**config.mk**
```make
export PLATFORM = sky130hd
export DESIGN_NAME = icache_axi_rd_bridge
export DESIGN_NICKNAME = d
export VERILOG_FILES = /design/src/rtl/icache_axi_rd_bridge.sv
export SDC_FILE = /design/constraint.sdc
export NUM_CORES = 1
export LEC_CHECK = 0
export CORE_UTILIZATION = 46
export CTS_CLUSTER_DIAMETER = 40
export DETAILED_ROUTE_END_ITERATION = 8
export PLACE_DENSITY = 0.91
export SLEW_MARGIN = 20
export SYNTH_ARGS = -nofsm -noshare
export SYNTH_HDL_FRONTEND = slang
export SYNTH_SLANG_ARGS = --single-unit
```
**constraint.sdc**
```tcl
create_clock -name clk -period 13.39 [get_ports clk]
set_clock_uncertainty 0.1 [all_clocks]
set_input_delay 2.678 -clock clk [delete_from_list [all_inputs] [get_ports clk]]
set_output_delay 2.678 -clock clk [all_outputs]
set_load 0.01 [all_outputs]
```
**src/rtl/icache_axi_rd_bridge.sv**
```systemverilog
// icache refill responder: turns one cache read request into a single AXI4
// read burst (8x32b INCR for a line, 1x32b for an uncached word), packs the
// R beats into a 256b line and returns it with a one-cycle ret_valid pulse.
module icache_axi_rd_bridge #(
   parameter int ID_W   = 4,
   parameter int AXI_ID = 0
) (
   input  logic            clk,
   input  logic            reset,
   input  logic            rd_req,
   input  logic            rd_type,
   input  logic [31:0]     rd_addr,
   output logic            rd_rdy,
   output logic            ret_valid,
   output logic [255:0]    ret_data,
   output logic            proto_err,
   output logic [ID_W-1:0] arid,
   output logic [31:0]     araddr,
   output logic [7:0]      arlen,
   output logic [2:0]      arsize,
   output logic [1:0]      arburst,
   output logic            arvalid,
   input  logic            arready,
   input  logic [ID_W-1:0] rid,
   input  logic [31:0]     rdata,
   input  logic [1:0]      rresp,
   input  logic            rlast,
   input  logic            rvalid,
   output logic            rready
);

   typedef enum logic [3:0] {
      S_IDLE = 4'b0001,
      S_AR   = 4'b0010,
      S_R    = 4'b0100,
      S_DONE = 4'b1000
   } state_e;

   state_e         state_q, state_d;
   logic [31:0]    addr_q;
   logic           type_q;
   logic [255:0]   data_q;
   logic [7:0]     cnt_q;
   logic           perr_q;
   logic           beat;
   logic           unused_rresp;

   // Response status carries no information this bridge acts on.
   assign unused_rresp = ^rresp;

   assign beat      = (state_q == S_R) && rvalid;
   assign rd_rdy    = (state_q == S_IDLE);
   assign arvalid   = (state_q == S_AR);
   assign rready    = (state_q == S_R);
   assign ret_valid = (state_q == S_DONE);
   assign ret_data  = data_q;
   assign proto_err = perr_q;
   assign arid      = ID_W'(AXI_ID);
   assign araddr    = addr_q;
   assign arlen     = type_q ? 8'd7 : 8'd0;
   assign arsize    = 3'b010;
   assign arburst   = 2'b01;

   // State register; reset drops any burst in flight immediately.
   always_ff @(posedge clk or posedge reset) begin
      if (reset) state_q <= S_IDLE;
      else       state_q <= state_d;
   end

   // Next state: one request at a time, R phase ends only on rlast.
   always_comb begin
      state_d = state_q;
      case (state_q)
         S_IDLE:  if (rd_req)         state_d = S_AR;
         S_AR:    if (arready)        state_d = S_R;
         S_R:     if (rvalid && rlast) state_d = S_DONE;
         S_DONE:                      state_d = S_IDLE;
         default:                     state_d = S_IDLE;
      endcase
   end

   // Request latch, beat packing, beat counter and sticky protocol error.
   always_ff @(posedge clk or posedge reset) begin
      if (reset) begin
         addr_q <= '0;
         type_q <= 1'b0;
         data_q <= '0;
         cnt_q  <= '0;
         perr_q <= 1'b0;
      end else begin
         if (state_q == S_IDLE && rd_req) begin
            addr_q <= rd_addr;
            type_q <= rd_type;
         end
         if (beat) begin
            // Line beats shift in from the top so beat k ends at word k.
            if (type_q) data_q <= {rdata, data_q[255:32]};
            else        data_q[31:0] <= rdata;
            cnt_q <= cnt_q + 8'd1;
            if ((rlast && cnt_q != arlen) || (!rlast && cnt_q == arlen) ||
                (rid != arid))
               perr_q <= 1'b1;
         end
         if (state_q == S_DONE) cnt_q <= '0;
      end
   end

endmodule

```
-- Word-level counts from Yosys, hierarchy flattened
Index checks and enable logic that the tools add are counted.
- word-level logic and storage cells: 38
- input bits: 77
- register bits: 302
- equal/unequal tests: 9
- add/subtract/negate cells: 1
- reduce and logical (&&, ||, !) cells: 13
- mux-type cells: 8
- operators with widths (cell ; count):
    2-to-1 mux 32 bit ; 1
    2-to-1 mux 8 bit ; 2
    2-to-1 mux 4 bit ; 3
    one-hot mux 4 bit (3 select lines) ; 1
    adder 8 x 1 -> 8 bit, second input constant ; 1
    == test 8 x 3 -> 1 bit ; 1
    != test 8 x 3 -> 1 bit ; 1
    logical AND 1 bit ; 5
    == test 4 x 1 -> 1 bit, second input constant ; 1
    == test 4 x 2 -> 1 bit, second input constant ; 1
    == test 4 x 3 -> 1 bit, second input constant ; 1
    == test 4 bit, second input constant ; 1
    != test 2 x 1 -> 1 bit, second input constant ; 2
    AND reduction 2 bit ; 2
    nonzero test 4 bit ; 1
    2-to-1 mux 3 bit ; 1
    AND reduction 3 bit ; 1
    logical OR 1 bit ; 2
    != test 2 bit, second input constant ; 1
    nonzero test 2 bit ; 1
    zero test 1 bit ; 1

-- Logic depth before layout (Yosys ltp)
- word-level depth: 6
- gate-level depth with buffers: 6
- depth with buffers taken out: 5

-- Worst setup path after synthesis
No wires, ideal clock.
- path kind: reg-to-output
- start point: register state_q[1]
- end point: output port ret_valid
- path buffers: 1
- slack: 9.294 ns
- cell stages (with the launch flop): 4
- data arrival time: 1.318 ns
- cells stage by stage: dfrtp_1 > or2_2 > buf_2 > nor3b_2
- cells in the longest elaborated chain, start to end: 1
- RTL lines (element ; RTL line ; source):
    start: declaration ; 39 ; state_e state_q, state_d;
    start signal: assignment ; 67 ; else state_q <= state_d;
    == test 4 bit ; 55 ; assign ret_valid = (state_q == S_DONE);
    end: declaration ; 14 ; output logic ret_valid,
Every way passes these cells.

-- Final worst setup path
Same ends and word-level chain as after synthesis.

==> results.md <==
- Status: finished, final reports clean
- Post-CTS resize count: 0
- Cts bufs inserted: 40
- # fillers: 1720
- Initial Util: 0.471
- Final setup viols: 0
- Largest cells by area after synthesis: dfrtp_1 63%, mux2_2 24%, mux2i_1 2.8%
- Top cell type's share of synthesized area: 0.631
- Clk_lat worst skew: roughly 0.5 ns
- Area leader, netlist: dfrtp_1
- CTS tree: built
- Die X-Extent: 163 µm
- RSZ-0062 raised after global routing: no
- Dpl hpwl: approximately 20000 µm
- Ys Warns: 0
- Slowest CP cell: clkdlybuf4s50_1
- Row Count: 58
- DR DRC count: 0
- Gate power share: 0.252
- Max clock buf depth: 3
- Number of I/O pins: 387
- Yosys reg bits: 302
- Global Route Usage Sum: 0.221
- CP max FO: 9
- Reg2Reg Depth: 4
- Die Ht: between 150 and 200 µm
- Final period demand of the worst path: 5.38 ns
- Synthesized area per cell: 15.3 µm²
- Root Buffer: clkbuf_16
- Post-layout instance area: ~0.017 mm²
- Critical Path AT: 2.61 ns
- Drt initial violations: 403
- H-tree levels: 2
- Global-route wire length before repair: 45800 µm
- Most used DFF post-synth: dfrtp_1
- R2R Setup Slk: 9.69 ns
- Routability cong.: 0.796
- Post-CTS setup buffers: 0
- Worst slew margin: 0.283
- Kind of end point of the critical path: output port
- Slew Limit Fails: 0
- P_int: 2.23 mW
- Final period utilization: 0.402
- Synth async-reset ratio: 1.00
- Vias/cell: 5.14
- Number of synthesized flops with an enable pin: 0
- P_sw: 0.862 mW
- WP data required: approximately 11 ns
- Synth Instances: 778
- Final ANT Viol Nets: 0
- Non-filler cells in the finished layout: 1512
- Antenna violations before repair: 0
- Fin Setup TNS: 0 ns
- Clock Power Share: 0.359
- Max stage delay on crit path: 0.67 ns
- Hold path depth: 1
- Vias: 7771
- Critical R2R Launch: type_q
- R2r endpoint: ret_data[209]
- Floorplan core area: 0.0253 mm²
- Placed Area: 0.0157 mm²
- WHS Endpoint: araddr[8]
- Startpoint types: flop
- Die area: about 0.027 mm²
- Crit path kind: reg -> out
- Worst hold start: araddr[8]
- Static Leak: between 8 and 9 nW
- Library cells used by synthesis: 40
- Final Hold Fails: 0
- Layout cells sized above 1: 0.290
- Worst VDD drop: about 0.00014 V
- Fin nets: approximately 1200
- Switching power share of the total: 0.279
- Vias in the first global route: 8311
- Largest net degree at the start of global routing: about 190
- Post-CTS Hold Buffers: 0
- Detailed Route WL: ~29000 µm
- Post-synthesis sequential area ratio: 0.633
- Power per cell area: 180 mW/mm²
- Max-cap violations: 0
- Global route overflow: 0
- TritonCTS Sinks: 302
- Layout overhead on the synthesized area: 43.7%
- First drt pass iteration count: 4
- Routed WL per cell: 19.5 µm
- Type of the worst min-delay path: reg -> reg
- Diodes inserted: 0
- Placed cells: between 1000 and 1500
- F_max: 186 MHz
- Count of buffers from port buffering: 370
- Worst slew pin tran: between 1 and 1.5 ns
- Crit path cell chain: or2_2 > nor3b_2 > clkdlybuf4s50_1
- Mapped Area: roughly 0.012 mm²
- Worst-path clk slew: 0.06 ns
- Flop pwr share: 0.388
## per-stage QoR
step | setup WS, ns | hold slack, ns | utilization | total power, mW
finish | 8.01 | 0.404 | 0.677 | 3.09
global route | 7.88 | 0.424 | 0.677 | 3.23
CTS | 7.97 | 0.407 | 0.677 | 3.13
detailed placement | 7.59 | 0.393 | 0.621 | 1.99
global placement | 7.67 | 0.386 | 0.621 | 1.96
floorplan | 2.27 | 0.418 | - | 1.57
## registers in the layout, indices dropped and copies added (netlist names)
| register | count |
|---|---|
| araddr | 32 |
| ret_data | 256 |
| state_q | 4 |
| cnt_q | 8 |
| type_q | 1 |
| proto_err | 1 |
## metal layers
metal  vias to the layer above  wire length (µm)  GRT usage  share of wire
met4                         0              1180     0.0969          0.040
met1                      3936             11100      0.253           0.38
met2                       287             15100      0.385           0.51
met5                         -                 0          0              0
met3                        79              1980     0.0620          0.067
li1                       3469                 -          -              -
## cells in the mapped netlist, drive strengths merged (3+ instances only)
cell type / count
nand2b: 4
nor2: 44
a21oi: 35
nor4: 3
dfrtp: 301
clkbuf: 3
nand2: 4
xnor2: 5
nor3b: 3
or4: 3
buf: 54
nand3: 4
mux2i: 33
nand4: 3
mux2: 257
## layout make-up
class	instances	area (µm²)	share of cell area
multi-input combinational	430	3990	0.233
inverter	1	11.3	0.000657
sequential	302	7560	0.441
timing repair buffer	375	3750	0.219
tap	330	413	0.0241
clock inverter	26	338	0.0197
clock buffer	48	1080	0.0631
## cell usage in the layout (no fill, tap or decap), types with 6 or more instances in the layout
cell type        count
clkdlybuf4s50_1    370
dfrtp_1            300
mux2_2             257
nor2_1              43
clkbuf_16           41
a21oi_1             35
mux2i_1             33
conb_1              14
clkinvlp_4           7
inv_6                6
bufinv_16            6
## worst max path at each step
stage                          start             to  slack, ns  cells past startpoint
after floorplan                reset      araddr[0]       2.27                      1
after global placement        rvalid   ret_data[90]       7.67                      5
after global routing      state_q[1]      ret_valid       7.88                      3
after CTS                 state_q[1]      ret_valid       7.97                      3
final                     state_q[1]      ret_valid       8.01                      3
after detailed placement      rvalid  ret_data[212]       7.59                      5
## power groups by stage
stage / combinational [mW] / sequential, mW / clock (mW)
CTS: 0.790 / 1.20 / 1.13
global placement: 0.758 / 1.20 / 0
detailed placement: 0.780 / 1.21 / 0
floorplan: 0.321 / 1.25 / 0
finish: 0.781 / 1.20 / 1.11
global route: 0.830 / 1.22 / 1.17
## worst max-delay path: cells and delay by family (launching register included)
family / cells / cell delay (ns)
flip-flops: 1 / 0.46
buffers and inverters: 1 / 0.67
AND/OR/NAND/NOR: 2 / 0.96
## kinds of logic after synthesis
| family | Yosys count | synth area share |
|---|---|---|
| adder cells (fa/ha/maj) | 1 | 0.00105 |
| other | 2 | 0.000629 |
| AO/OA/AOI/OAI | 39 | 0.0174 |
| XOR/XNOR | 7 | 0.00514 |
| multiplexers | 290 | 0.270 |
| AND/OR/NAND/NOR | 79 | 0.0352 |
| buffers and inverters | 58 | 0.0370 |
| flip-flops | 302 | 0.633 |
Power figures use the tool's default switching activity.
